==> config.mk <==
export PLATFORM = sky130hd
export DESIGN_NAME = cfg_chain_loader
export DESIGN_NICKNAME = d
export VERILOG_FILES = /design/src/rtl/morphle_pkg.sv /design/src/rtl/cfg_phase_timer.sv /design/src/rtl/cfg_chain_loader.sv
export SDC_FILE = /design/constraint.sdc
export NUM_CORES = 1
export LEC_CHECK = 0
export ABC_AREA = 1
export CAP_MARGIN = 20
export CORE_UTILIZATION = 58
export DETAILED_ROUTE_END_ITERATION = 16
export PLACE_DENSITY = 0.83
export SLEW_MARGIN = 5
export SYNTH_ARGS = -nofsm -noshare
export SYNTH_HDL_FRONTEND = slang
export SYNTH_SLANG_ARGS = --single-unit
==> constraint.sdc <==
create_clock -name clk -period 2 [get_ports clk]
set_input_delay 0.5 -clock clk [delete_from_list [all_inputs] [get_ports clk]]
set_output_delay 0.5 -clock clk [all_outputs]
set_load 0.005 [all_outputs]
==> src/rtl/morphle_pkg.sv <==
`default_nettype none
// ============================================================================
//  Module      : morphle_pkg
//  Description : Shared definitions for the cell configuration chain.
//                - 3-bit cell symbol codes, shifted MSB first.
//                - State encoding of the chain loader FSM.
//  Revision    : 1.0 - initial release
// ============================================================================
package morphle_pkg;

   // Cell symbol codes
   localparam logic [2:0] SYM_SPACE = 3'b000;
   localparam logic [2:0] SYM_PLUS  = 3'b001;
   localparam logic [2:0] SYM_MINUS = 3'b010;
   localparam logic [2:0] SYM_BAR   = 3'b011;
   localparam logic [2:0] SYM_ONE   = 3'b100;
   localparam logic [2:0] SYM_ZERO  = 3'b101;
   localparam logic [2:0] SYM_Y     = 3'b110;
   localparam logic [2:0] SYM_N     = 3'b111;

   // Loader FSM state encoding
   typedef enum logic [2:0] {
      ST_IDLE     = 3'd0,
      ST_WAIT_SYM = 3'd1,
      ST_SETUP    = 3'd2,
      ST_HIGH     = 3'd3,
      ST_DONE     = 3'd4
   } loader_state_t;

endpackage : morphle_pkg
`default_nettype wire

==> src/rtl/cfg_phase_timer.sv <==
`default_nettype none
// ============================================================================
//  Module      : cfg_phase_timer
//  Description : Phase-length counter for the configuration clock. A load
//                pulse presets the counter to DIV-1; it then counts down to 0
//                and stays there. expire is high while the count is 0, so a
//                phase entered on a load edge lasts exactly DIV cycles.
//  Ports       : clk    - system clock
//                reset  - asynchronous active-high reset
//                load   - start a new DIV-cycle phase at the next edge
//                expire - current phase is in its last cycle
//  Revision    : 1.0 - initial release
// ============================================================================
module cfg_phase_timer #(
   parameter int DIV = 2
) (
   input  logic clk,
   input  logic reset,
   input  logic load,
   output logic expire
);

   localparam int CW = $clog2(DIV + 1);

   logic [CW-1:0] count;

   always_ff @(posedge clk or posedge reset) begin
      if (reset) begin
         count <= '0;
      end else if (load) begin
         count <= CW'(DIV - 1);
      end else if (count != '0) begin
         // Saturates at zero: no wrap once the phase has expired.
         count <= count - CW'(1);
      end
   end

   assign expire = (count == '0);

endmodule : cfg_phase_timer
`default_nettype wire

==> src/rtl/cfg_chain_loader.sv <==
`default_nettype none
// ============================================================================
//  Module      : cfg_chain_loader
//  Description : Upstream feeder for the cell configuration chain. Accepts
//                3-bit symbols on a valid/ready stream and shifts each one
//                MSB first into the chain's serial input, generating the
//                slow configuration clock (confclk) from clk. One frame of
//                NCELLS symbols is loaded per start request; the first symbol
//                accepted ends up in the cell farthest from the loader.
//
//                Optional build macro CFG_CHAIN_READBACK_EN adds rb_sym /
//                rb_valid: cbitout is sampled just before every confclk rise
//                and each completed group of three bits is presented as one
//                symbol, so the previous chain contents emerge tail first.
//
//  Ports       : clk       - system clock
//                reset     - asynchronous active-high reset
//                start     - frame request, honoured only when idle
//                sym       - cell symbol, bit 2 shifted first
//                sym_valid - sym is valid
//                sym_ready - loader accepts sym this cycle
//                confclk   - chain configuration clock
//                cbitin    - serial data into the chain head
//                cbitout   - serial data returned from the chain tail
//                busy      - frame in progress
//                done      - one-cycle pulse at end of frame
//                rb_sym    - (readback build) symbol read out of the tail
//                rb_valid  - (readback build) rb_sym is valid this cycle
//  Revision    : 1.0 - initial release
// ============================================================================
module cfg_chain_loader
   import morphle_pkg::*;
#(
   parameter int NCELLS = 4,
   parameter int DIV    = 2
) (
   input  logic       clk,
   input  logic       reset,
   input  logic       start,
   input  logic [2:0] sym,
   input  logic       sym_valid,
   output logic       sym_ready,
   output logic       confclk,
   output logic       cbitin,
   input  logic       cbitout,
   output logic       busy,
   output logic       done
`ifdef CFG_CHAIN_READBACK_EN
   ,
   output logic [2:0] rb_sym,
   output logic       rb_valid
`endif
);

   localparam int CLW = $clog2(NCELLS + 1);

   loader_state_t  state;
   logic [CLW-1:0] cells_left;
   logic [1:0]     bit_idx;
   logic [2:0]     sr;
   logic           phase_load;
   logic           phase_expire;

   // ------------------------------------------------------------------------
   // Phase timer: restarted on every edge that enters SETUP or HIGH, so that
   // each confclk low/high phase lasts DIV cycles. The WAIT_SYM part of the
   // low phase is not timed; it lasts as long as the stream stalls.
   // ------------------------------------------------------------------------
   always_comb begin
      phase_load = 1'b0;
      case (state)
         ST_WAIT_SYM: phase_load = sym_valid;
         ST_SETUP:    phase_load = phase_expire;
         ST_HIGH:     phase_load = phase_expire && (bit_idx != 2'd0);
         default:     phase_load = 1'b0;
      endcase
   end

   cfg_phase_timer #(
      .DIV (DIV)
   ) u_phase_timer (
      .clk    (clk),
      .reset  (reset),
      .load   (phase_load),
      .expire (phase_expire)
   );

   // ------------------------------------------------------------------------
   // Loader FSM. All outputs are registered and updated on the transition
   // into the state that defines them, so they are valid for the whole state.
   // ------------------------------------------------------------------------
   always_ff @(posedge clk or posedge reset) begin
      if (reset) begin
         state      <= ST_IDLE;
         confclk    <= 1'b0;
         cbitin     <= 1'b0;
         sym_ready  <= 1'b0;
         busy       <= 1'b0;
         done       <= 1'b0;
         cells_left <= '0;
         bit_idx    <= 2'd0;
         sr         <= 3'd0;
      end else begin
         done <= 1'b0;
         case (state)
            ST_IDLE: begin
               if (start) begin
                  cells_left <= CLW'(NCELLS);
                  busy       <= 1'b1;
                  sym_ready  <= 1'b1;
                  state      <= ST_WAIT_SYM;
               end
            end

            ST_WAIT_SYM: begin
               if (sym_valid) begin
                  sr        <= sym;
                  bit_idx   <= 2'd2;
                  // Present the MSB from the first SETUP cycle onwards.
                  cbitin    <= sym[2];
                  sym_ready <= 1'b0;
                  state     <= ST_SETUP;
               end
            end

            ST_SETUP: begin
               if (phase_expire) begin
                  confclk <= 1'b1;
                  state   <= ST_HIGH;
               end
            end

            ST_HIGH: begin
               if (phase_expire) begin
                  confclk <= 1'b0;
                  if (bit_idx != 2'd0) begin
                     bit_idx <= bit_idx - 2'd1;
                     cbitin  <= sr[bit_idx - 2'd1];
                     state   <= ST_SETUP;
                  end else if (cells_left > CLW'(1)) begin
                     cells_left <= cells_left - CLW'(1);
                     sym_ready  <= 1'b1;
                     state      <= ST_WAIT_SYM;
                  end else begin
                     done   <= 1'b1;
                     busy   <= 1'b0;
                     cbitin <= 1'b0;
                     state  <= ST_DONE;
                  end
               end
            end

            ST_DONE: begin
               state <= ST_IDLE;
            end

            default: begin
               state <= ST_IDLE;
            end
         endcase
      end
   end

`ifdef CFG_CHAIN_READBACK_EN
   // ------------------------------------------------------------------------
   // Readback: the tail bit is sampled in the last SETUP cycle, i.e. just
   // before confclk rises and the chain shifts it away. After the third
   // HIGH phase of a symbol the three sampled bits form one tail symbol.
   // ------------------------------------------------------------------------
   logic [2:0] rb_sh;

   always_ff @(posedge clk or posedge reset) begin
      if (reset) begin
         rb_sh    <= 3'd0;
         rb_sym   <= 3'd0;
         rb_valid <= 1'b0;
      end else begin
         rb_valid <= 1'b0;
         if (state == ST_SETUP && phase_expire) begin
            rb_sh <= {rb_sh[1:0], cbitout};
         end
         if (state == ST_HIGH && phase_expire && bit_idx == 2'd0) begin
            rb_sym   <= rb_sh;
            rb_valid <= 1'b1;
         end
      end
   end
`else
   // Readback hardware is absent; the chain return path is left unloaded.
   logic unused_cbitout;
   assign unused_cbitout = cbitout;
`endif

endmodule : cfg_chain_loader
`default_nettype wire

* Word-level counts from Yosys, hierarchy flattened
Cells that the tools add are included.
** Storage, ports and cells
- Register bits after elaboration :: 18
- Bits of input ports :: 8
- Logic and storage cells :: 87
** Cells by class
- Add/sub/neg operators :: 3
- Magnitude comparators :: 2
- Eq/ne operators :: 12
- Mux-type cells :: 42
- Reduce and logical (&&, ||, !) cells :: 18
** Operator list (count)
- $mux W3 :: 10
- $mux W1 :: 18
- $ne A2 B2 Y1 const B :: 8
- $pmux W3 S4 :: 1
- $reduce_and A4 Y1 :: 3
- $reduce_bool A2 Y1 :: 6
- $mux W2 :: 5
- $reduce_and A5 Y1 :: 2
- $eq A3 B2 Y1 const B :: 2
- $pmux W1 S2 :: 3
- $pmux W1 S3 :: 2
- $pmux W3 S2 :: 1
- $reduce_and A6 Y1 :: 1
- $pmux W2 S2 :: 1
- $sub A2 B1 Y2 const B :: 2
- $eq A3 B1 Y1 const B :: 1
- $gt A3 B1 Y1 const B :: 1
- $logic_not A3 Y1 :: 1
- $lt A2 B3 Y1 const B :: 1
- $ne A3 B3 Y1 const B :: 1
- $reduce_and A3 Y1 :: 1
- $reduce_bool A3 Y1 :: 1
- $sub A3 B1 Y3 const B :: 1
- $bmux W1 S2 :: 1
- 3 further kinds :: 3

* Longest topological paths before layout
Gate-level depths: netlist of run 1.
- Depth after elaboration :: 6
- Gate-level depth with buffers :: 10

* By module
A second synthesis of run 1 with hierarchy kept.
** Unflattened totals
- Cell total of the unflattened synthesis :: 140
- Area, all modules :: 1058.5 µm²
** Modules (own cells, without submodules)
- cfg_chain_loader :: times used 1, cells an instance 125, area each 947.2 µm², sequential area each 400.4 µm²
- cfg_phase_timer :: times used 1, cells an instance 15, area each 111.4 µm², sequential area each 50.0 µm²

* Worst setup path after synthesis of run 1
OpenSTA, ideal clock, no wires.
- Path kind :: register to register
- Start :: register u_phase_timer.count[0]
- End :: register u_phase_timer.count[1]
- Setup time :: 0.119 ns
- Arrival :: 1.176 ns
- Required time :: 1.881 ns
- Path slack :: 0.705 ns
- Cell stages (with the launch flop) :: 9
- Period minus slack after synthesis :: 1.295 ns
- Cell sequence :: dfrtp_1 inv_1 ha_1 buf_2 inv_1 nor3_1 nor2_1 nand2_1 nor2_1
** On the way
- Cells in the longest elaborated chain, start to end :: 4
- Elaborated cells on any way between the ends :: 8
** Ends and longest elaborated chain
- from (decl) :: RTL line cfg_phase_timer.sv:25 : logic [CW-1:0] count;
- from (signal assigned) :: RTL line cfg_phase_timer.sv:31 : count <= CW'(DIV - 1);
- from (signal assigned) :: RTL line cfg_phase_timer.sv:34 : count <= count - CW'(1);
- $logic_not A2 Y1 :: RTL line cfg_phase_timer.sv:38 : assign expire = (count == '0);
- $logic_and A1 B1 Y1 :: RTL line cfg_chain_loader.sv:74 : ST_HIGH: phase_load = phase_expire && (bit_idx != 2'd0);
- $pmux W1 S3 :: RTL line cfg_chain_loader.sv:71 : case (state)
- $mux W2 / $reduce_bool A2 Y1 (equally long branches)
Several ways; a longest one is shown, not always the timed one. The select of a mux whose other input is x is not followed.
A chain may end at the register's enable or synchronous reset.

* Worst setup path after layout of run 1
- Start :: register cbitin
- End :: output port cbitin
** RTL lines
- from (decl) :: RTL line cfg_chain_loader.sv:44 : output logic cbitin,
- from (signal assigned) :: RTL line cfg_chain_loader.sv:120 : cbitin <= sym[2];
- from (signal assigned) :: RTL line cfg_chain_loader.sv:138 : cbitin <= sr[bit_idx - 2'd1];
No word-level cell between the ends.

==> implementation parameters, run 1 <==
Parameter                              Value

Clocking
  Latest clock arrival within the worst-skew pair ... 0.30 ns
  Number of buffers added to fix hold violations after cts ... 0
  CTS Sinks ... 18
  Resized cells post-CTS ... 0
  CTS max path bufs ... 2
  Clock input transition at the sequential cells of the worst setup and hold paths ... 0.10 ns
  Number of setup buffers added after CTS ... 0
  Cts bufs inserted ... 3
  Clock root buffer master ... sky130_fd_sc_hd__clkbuf_4
  Clock tree from TritonCTS ... built
  CTS H-Tree Depth ... 1

Finish
  Non-filler cells in the finished layout ... 177
  Final Cell Area ... 0.00124 mm2
  Share of post-route cells with drive strength above 1 ... 15.1%
  Layout fillers ... 127
  Commonest non-fill, non-tap cells in the layout ... sky130_fd_sc_hd__nand2_1, sky130_fd_sc_hd__inv_1, sky130_fd_sc_hd__dfrtp_1
  Area growth from synthesis to final layout ... 17.0%
  Number of nets in the final layout ... 165
  Leading cell type in the layout, fill and taps excluded ... sky130_fd_sc_hd__nand2_1
  Count of antenna diodes in the layout ... 0

Synthesis
  Synth warn ... 0
  Avg Cell Area, Syn ... 7.72 um2
  Cell count after synthesis ... 137
  Register bit total from synthesis ... 18
  Netlist area before placement ... 0.00106 mm2
  Synthesized Nets ... 149
  Library cells used by synthesis ... 22
  Share of the yosys chip area belonging to registers ... 42.6%

Worst setup path
  Flop-to-flop setup slack ... 0.40 ns
  Setup CP Type ... flop to output port
  Data arrival time of the worst path ... 1.17 ns
  Critical path fanouts, max ... 2
  WP buf/inv ... 1
  Family with the most delay on the worst path ... buffers and inverters
  Worst Setup Start Kind ... flop
  Worst-path cell with the longest stage delay ... sky130_fd_sc_hd__clkdlybuf4s50_1
  Cell depth of the worst flop-to-flop path ... 7
  Critical R2R Launch ... u_phase_timer.count[0]$_DFFE_PP0P_
  Cells traversed along the worst timing path ... clkdlybuf4s50_1
  Required time at the worst-slack endpoint ... 1.50 ns
  Worst r2r dst ... u_phase_timer.count[1]$_DFFE_PP0P_
  Worst Setup End Kind ... output port
  Worst path max stage delay ... 0.50 ns
  Logic depth of the worst path, buffers included ... 1

Power
  Cell-internal power ... 1080 uW
  IR drop worst, VDD ... 1.14 mV
  Logic pwr share ... 56.2%
  Pwr per Cell Area ... 1620 mW/mm2
  Switching Fraction ... 46.1%
  Leakage power figure ... 0.000654 uW
  Flop pwr share ... 32.4%
  Net Switching ... 923 uW
  Part of the power in the clock network ... 11.4%

Placement
  Post-Place Cells ... 173
  Port Buf Inserts ... 11
  Routability congestion estimate from global placement ... 0.809
  Estimated wirelength of the detail-placed design ... 1520 um
  DP Area ... 0.00120 mm2
  Post-Place Worst Slack ... 0.339 ns

Routing
  First-pass detailed-route iteration total ... 4
  Via total after detailed routing ... 908
  Initial DRC Count ... 12
  Number of DRC violations after detailed routing ... 0
  Final antenna-violating net count ... 0
  Post-detailed-route via-to-cell ratio ... 5.13
  Total length of routed wires ... 2080 um
  Routed len/inst ... 11.7 um

Floorplanning
  Starting Density ... 61.9%
  Height of the chip ... 44.7 um
  Chip width ... 44.7 um
  I/O pin cnt ... 13
  Die ar. ... 0.00200 mm2
  Number of cell rows ... 15
  Floorplan Core Area ... 0.00171 mm2

STA
  Hold violation count in the final report ... 0
  Pins Over Slew Limit ... 0
  Minimum setup slack in the final design ... 0.333 ns
  Post-route minimum period ... 1.67 ns
  Timing-limited maximum frequency ... 0.600 GHz
  RSZ-0062 raised after global routing ... false
  Slew HR ... 79.1%
  Final worst clock skew ... 0.00184 ns
  Setup_tns ... 0 ns
  Worst Hold Slack ... 0.497 ns
  Number of setup violations in the final report ... 0
  Final worst-path cycle share ... 83.4%
  Pin slew with the least headroom to its limit ... 0.311 ns

GRT
  Total overflow reported by the global router ... 0
  Total routing resource utilization after global routing ... 23.7%
  Via count of the first global-routing pass ... 841
  Number of antenna violations at the first check in global routing ... 0
  Maximum number of pins on one net before global-route repair ... 19
  Global-route wire length before repair ... 3450 um

Run status
  Result of the run ... complete, no violations

Job
  Number of max-cap violations ... 0

Min path
  Kind of path behind the tightest hold check ... primary input to asynchronous set/reset pin
[layer usage]
layer,wire (um),vias to the layer above,global-route usage [%]
met1,898,417,28.6
met4,50,0,9.09
met3,52,7,2.40
li1,-,462,-
met2,1080,22,43.5
met5,0,-,0
[synth_stat cells, drive strengths merged]
cell | count | area, um2
xor2 | 1 | 8.76
nor3 | 1 | 5.00
ha | 4 | 50.1
dfrtp | 18 | 450
nor2 | 16 | 88.8
nand2 | 38 | 165
o21ai | 11 | 55.1
nand4 | 2 | 12.5
nand3 | 16 | 90.1
buf | 1 | 5.00
o21bai | 1 | 11.3
xnor2 | 1 | 8.76
inv | 23 | 86.3
a21oi | 4 | 20.0
[cell families (layout without fill, tap and decap cells)]
| logic type | count (synthesis) | after routing | synth area share [%] |
|---|---|---|---|
| AND/OR/NAND/NOR | 73 | 73 | 34.2 |
| XOR/XNOR | 2 | 2 | 1.66 |
| adder cells (fa/ha/maj) | 4 | 4 | 4.73 |
| AO/OA/AOI/OAI | 16 | 16 | 8.17 |
| buffers and inverters | 24 | 39 | 8.64 |
| flip-flops | 18 | 18 | 42.6 |
[sequential cells by signal (all words and copies together), names as in the netlist]
name / cells
cells_left: 3
sr: 3
state: 3
bit_idx: 2
u_phase_timer.count: 2
busy: 1
cbitin: 1
confclk: 1
done: 1
sym_ready: 1
[through the flow]
| step | util [%] | total power (uW) |
|---|---|---|
| final | 72.5 | 2000 |
| after global routing | 72.5 | 2180 |
| after CTS | 72.5 | 2010 |
| after detailed placement | 70.3 | 1770 |
| after global placement | 70.3 | 1710 |
| after floorplan | - | 1490 |
[area by class of cell]
class,count,area (um2),area share [%]
clock buffer,4,36.3,2.93
inverter,23,86.3,6.98
multi-input combinational,95,515,41.7
sequential,18,450,36.4
tap,25,31.3,2.53
timing repair buffer,12,118,9.50
[how the worst max path moves through the flow]
stage / slack, ns / start / endpoint
6_report: 0.33 / cbitin$_DFFE_PP0P_ / cbitin
5_1_grt: 0.27 / u_phase_timer.count[0]$_DFFE_PP0P_ / u_phase_timer.count[1]$_DFFE_PP0P_
2_1_floorplan: 0.71 / u_phase_timer.count[0]$_DFFE_PP0P_ / u_phase_timer.count[1]$_DFFE_PP0P_
3_3_place_gp: 0.36 / sym_valid / bit_idx[0]$_DFFE_PP0P_
3_5_place_dp: 0.34 / sym_valid / bit_idx[1]$_DFFE_PP0P_
4_1_cts: 0.32 / cbitin$_DFFE_PP0P_ / cbitin
[power groups by stage]
stage,sequential [uW],clock [uW],combinational [uW]
after floorplan,632,0,859
after global placement,641,0,1070
after detailed placement,650,0,1120
after CTS,644,235,1130
after global routing,663,242,1280
final,649,229,1120
(Power assumes the default switching activity.)
==> run 2: changes to the inputs <==
CORE_UTILIZATION = 53   (was 58)
PLACE_DENSITY = 0.77   (was 0.83)
clock period = 1.55 ns   (was 2 ns; I/O delays follow)
==> run 2 against run 1 <==
Clock skew fell by 0.00071 ns. Hold slack worse by 0.086 ns. Utilization is 2.0 points lower. Count of clock-buffer cells in the layout down 1. Critical path type is now flop to flop. Critical endpoint is now busy$_DFFE_PP0P_. Largest power group unchanged.
==> implementation parameters, run 2 (same netlist as run 1, synthesis figures left out) <==
Parameter                              Value

Run status
  Result of the run ... complete, no violations (unchanged)

STA
  Pins Over Slew Limit ... 0 (unchanged)
  Final worst clock skew ... 0.00113 ns (was 0.00184 ns)
  Timing-limited maximum frequency ... 0.731 GHz
  Final worst-path cycle share ... 88.3%
  Pin slew with the least headroom to its limit ... 0.310 ns (was 0.311 ns)
  Worst Hold Slack ... 0.410 ns (was 0.497 ns)
  Number of setup violations in the final report ... 0 (unchanged)
  Slew HR ... 79.3% (was 79.1%)
  RSZ-0062 raised after global routing ... false (unchanged)
  Setup_tns ... 0 ns (unchanged)
  Hold violation count in the final report ... 0 (unchanged)
  Post-route minimum period ... 1.37 ns

Floorplanning
  Height of the chip ... 46.7 um (was 44.7 um)
  Die ar. ... 0.00218 mm2 (was 0.00200 mm2)
  Chip width ... 46.7 um (was 44.7 um)
  I/O pin cnt ... 13 (unchanged)
  Floorplan Core Area ... 0.00180 mm2 (was 0.00171 mm2)
  Starting Density ... 58.7% (was 61.9%)
  Number of cell rows ... 15 (unchanged)

Routing
  Final antenna-violating net count ... 0 (unchanged)
  First-pass detailed-route iteration total ... 6 (was 4)
  Total length of routed wires ... 2010 um (was 2080 um)
  Routed len/inst ... 11.1 um (was 11.7 um)
  Initial DRC Count ... 23 (was 12)
  Number of DRC violations after detailed routing ... 0 (unchanged)
  Post-detailed-route via-to-cell ratio ... 5.14 (was 5.13)
  Via total after detailed routing ... 925 (was 908)

Placement
  Routability congestion estimate from global placement ... 0.879 (was 0.809)
  Port Buf Inserts ... 11 (unchanged)
  Estimated wirelength of the detail-placed design ... 1570 um (was 1520 um)
  DP Area ... 0.00122 mm2 (was 0.00120 mm2)

GRT
  Number of antenna violations at the first check in global routing ... 0 (unchanged)
  Total routing resource utilization after global routing ... 21.4% (was 23.7%)
  Maximum number of pins on one net before global-route repair ... 19 (unchanged)
  Total overflow reported by the global router ... 0 (unchanged)
  Global-route wire length before repair ... 3290 um (was 3450 um)
  Via count of the first global-routing pass ... 857 (was 841)

Power
  Pwr per Cell Area ... 2010 mW/mm2 (was 1620 mW/mm2)
  Power, Total ... 2560 uW (was 2000 uW)
  IR drop worst, VDD ... 1.09 mV (was 1.14 mV)
  Leakage power figure ... 0.000719 uW (was 0.000654 uW)

Clocking
  Cts bufs inserted ... 3 (unchanged)
  Latest clock arrival within the worst-skew pair ... 0.29 ns (was 0.30 ns)
  Clock tree from TritonCTS ... built (unchanged)
  CTS max path bufs ... 2 (unchanged)
  Clock root buffer master ... sky130_fd_sc_hd__clkbuf_4 (unchanged)
  CTS H-Tree Depth ... 1 (unchanged)
  Clock input transition at the sequential cells of the worst setup and hold paths ... 0.09 ns (was 0.10 ns)
  Number of buffers added to fix hold violations after cts ... 0 (unchanged)
  CTS Sinks ... 18 (unchanged)

Finish
  Area growth from synthesis to final layout ... 20.0% (was 17.0%)
  Leading cell type in the layout, fill and taps excluded ... sky130_fd_sc_hd__nand2_1 (unchanged)
  Number of nets in the final layout ... 169 (was 165)
  Count of antenna diodes in the layout ... 0 (unchanged)
  Commonest non-fill, non-tap cells in the layout ... sky130_fd_sc_hd__nand2_1, sky130_fd_sc_hd__inv_1, sky130_fd_sc_hd__dfrtp_1 (unchanged)
  Final Cell Area ... 0.00127 mm2 (was 0.00124 mm2)
  Biggest registers after layout ... cells_left: 3 flops, sr: 3 flops, state: 3 flops (unchanged)
  Core Util, Final ... 70.4% (was 72.5%)
  Share of post-route cells with drive strength above 1 ... 17.4% (was 15.1%)

Worst setup path
  Setup CP Type ... flop to flop (was flop to output port)
  Cells traversed along the worst timing path ... inv_1 > ha_1 > nand2_1 > nand2_1 > nand4_1 > o21ai_1 > inv_2 (was clkdlybuf4s50_1)
  Required time at the worst-slack endpoint ... 1.75 ns (was 1.50 ns)
  Most common cell type on the critical path ... sky130_fd_sc_hd__nand2_1
  Worst Setup End Kind ... flop (was output port)
  Worst path max stage delay ... 0.41 ns (was 0.50 ns)
  Worst-path cell with the longest stage delay ... sky130_fd_sc_hd__dfrtp_1 (was sky130_fd_sc_hd__clkdlybuf4s50_1)
  Critical R2R Launch ... cells_left[1]$_DFFE_PP0P_ (was u_phase_timer.count[0]$_DFFE_PP0P_)
  Critical path fanouts, max ... 3 (was 2)
  Data arrival time of the worst path ... 1.56 ns (was 1.17 ns)
  Worst Setup Start Kind ... flop (unchanged)
  First element of the critical path ... cells_left[1]$_DFFE_PP0P_ (was cbitin$_DFFE_PP0P_)

Job
  Number of max-cap violations ... 0 (unchanged)

Min path
  Kind of path behind the tightest hold check ... primary input to asynchronous set/reset pin (unchanged)
## run 2: changes by cell type in the layout (fill, tap and decap cells not counted)
cell,delta
sky130_fd_sc_hd__buf_4,+4
sky130_fd_sc_hd__clkbuf_8,-1
sky130_fd_sc_hd__clkdlybuf4s50_1,-5
sky130_fd_sc_hd__dlymetal6s2s_1,+5
sky130_fd_sc_hd__ha_1,-1
sky130_fd_sc_hd__ha_2,+1
## run 2: worst paths after layout
| path | slack [ns] | end | depth (start not counted) |
|---|---|---|---|
| hold / removal | 0.41 | sr[1]$_DFFE_PP0P_ | 3 |
| setup reg to reg | 0.18 | busy$_DFFE_PP0P_ | 7 |
| max in group asynchronous | 0.95 | cbitin$_DFFE_PP0P_ | 3 |
| hold reg to reg | 0.49 | bit_idx[1]$_DFFE_PP0P_ | 2 |
| min in group clk | 0.49 | bit_idx[1]$_DFFE_PP0P_ | 2 |
| setup / recovery | 0.18 | busy$_DFFE_PP0P_ | 7 |
## run 2: critical path, delay by kind of cell, from the launching register on
family                     cells  cell delay (ns)
adders and majority gates      1             0.18
DFF                            1             0.41
AOI/OAI and AO/OA              1             0.14
and+or+nand+nor                3             0.40
buffers and inverters          2             0.13
## run 2: timing repair
item | in CTS | in global routing
buffers inserted | 0 | 2
setup endpoints to repair | 0 | 9
resized for setup | 0 | 6
## run 2: cell type report
cell class / count / area, um2
clock buffer: 3 / 22.5
fill: 162 / 533
inverter: 23 / 86.3
multi-input combinational: 95 / 518
sequential: 18 / 450
tap: 25 / 31.3
timing repair buffer: 16 / 160
## run 2: power by group
part           internal (uW)  switching [uW]  total, uW
sequential               676             156        832
clock                   90.5             138        229
combinational            618             877       1500
total                   1380            1170       2560
## run 2: metrics by stage
step / instances / setup slack, ns
after global placement: 175 / 0.0490
after CTS: 178 / 0.00000799
after floorplan: 137 / 0.255
after global routing: 180 / 0.0268
after detailed placement: 175 / 0.0144
final: 180 / 0.181
## run 2: metal layers
metal | track usage (%) | vias to the layer above | part of all wire, %
li1 | - | 466 | -
met1 | 27.1 | 426 | 42
met2 | 35.3 | 26 | 51
met3 | 2.35 | 7 | 4.0
met4 | 11.4 | 0 | 2.6
met5 | 0 | - | 0
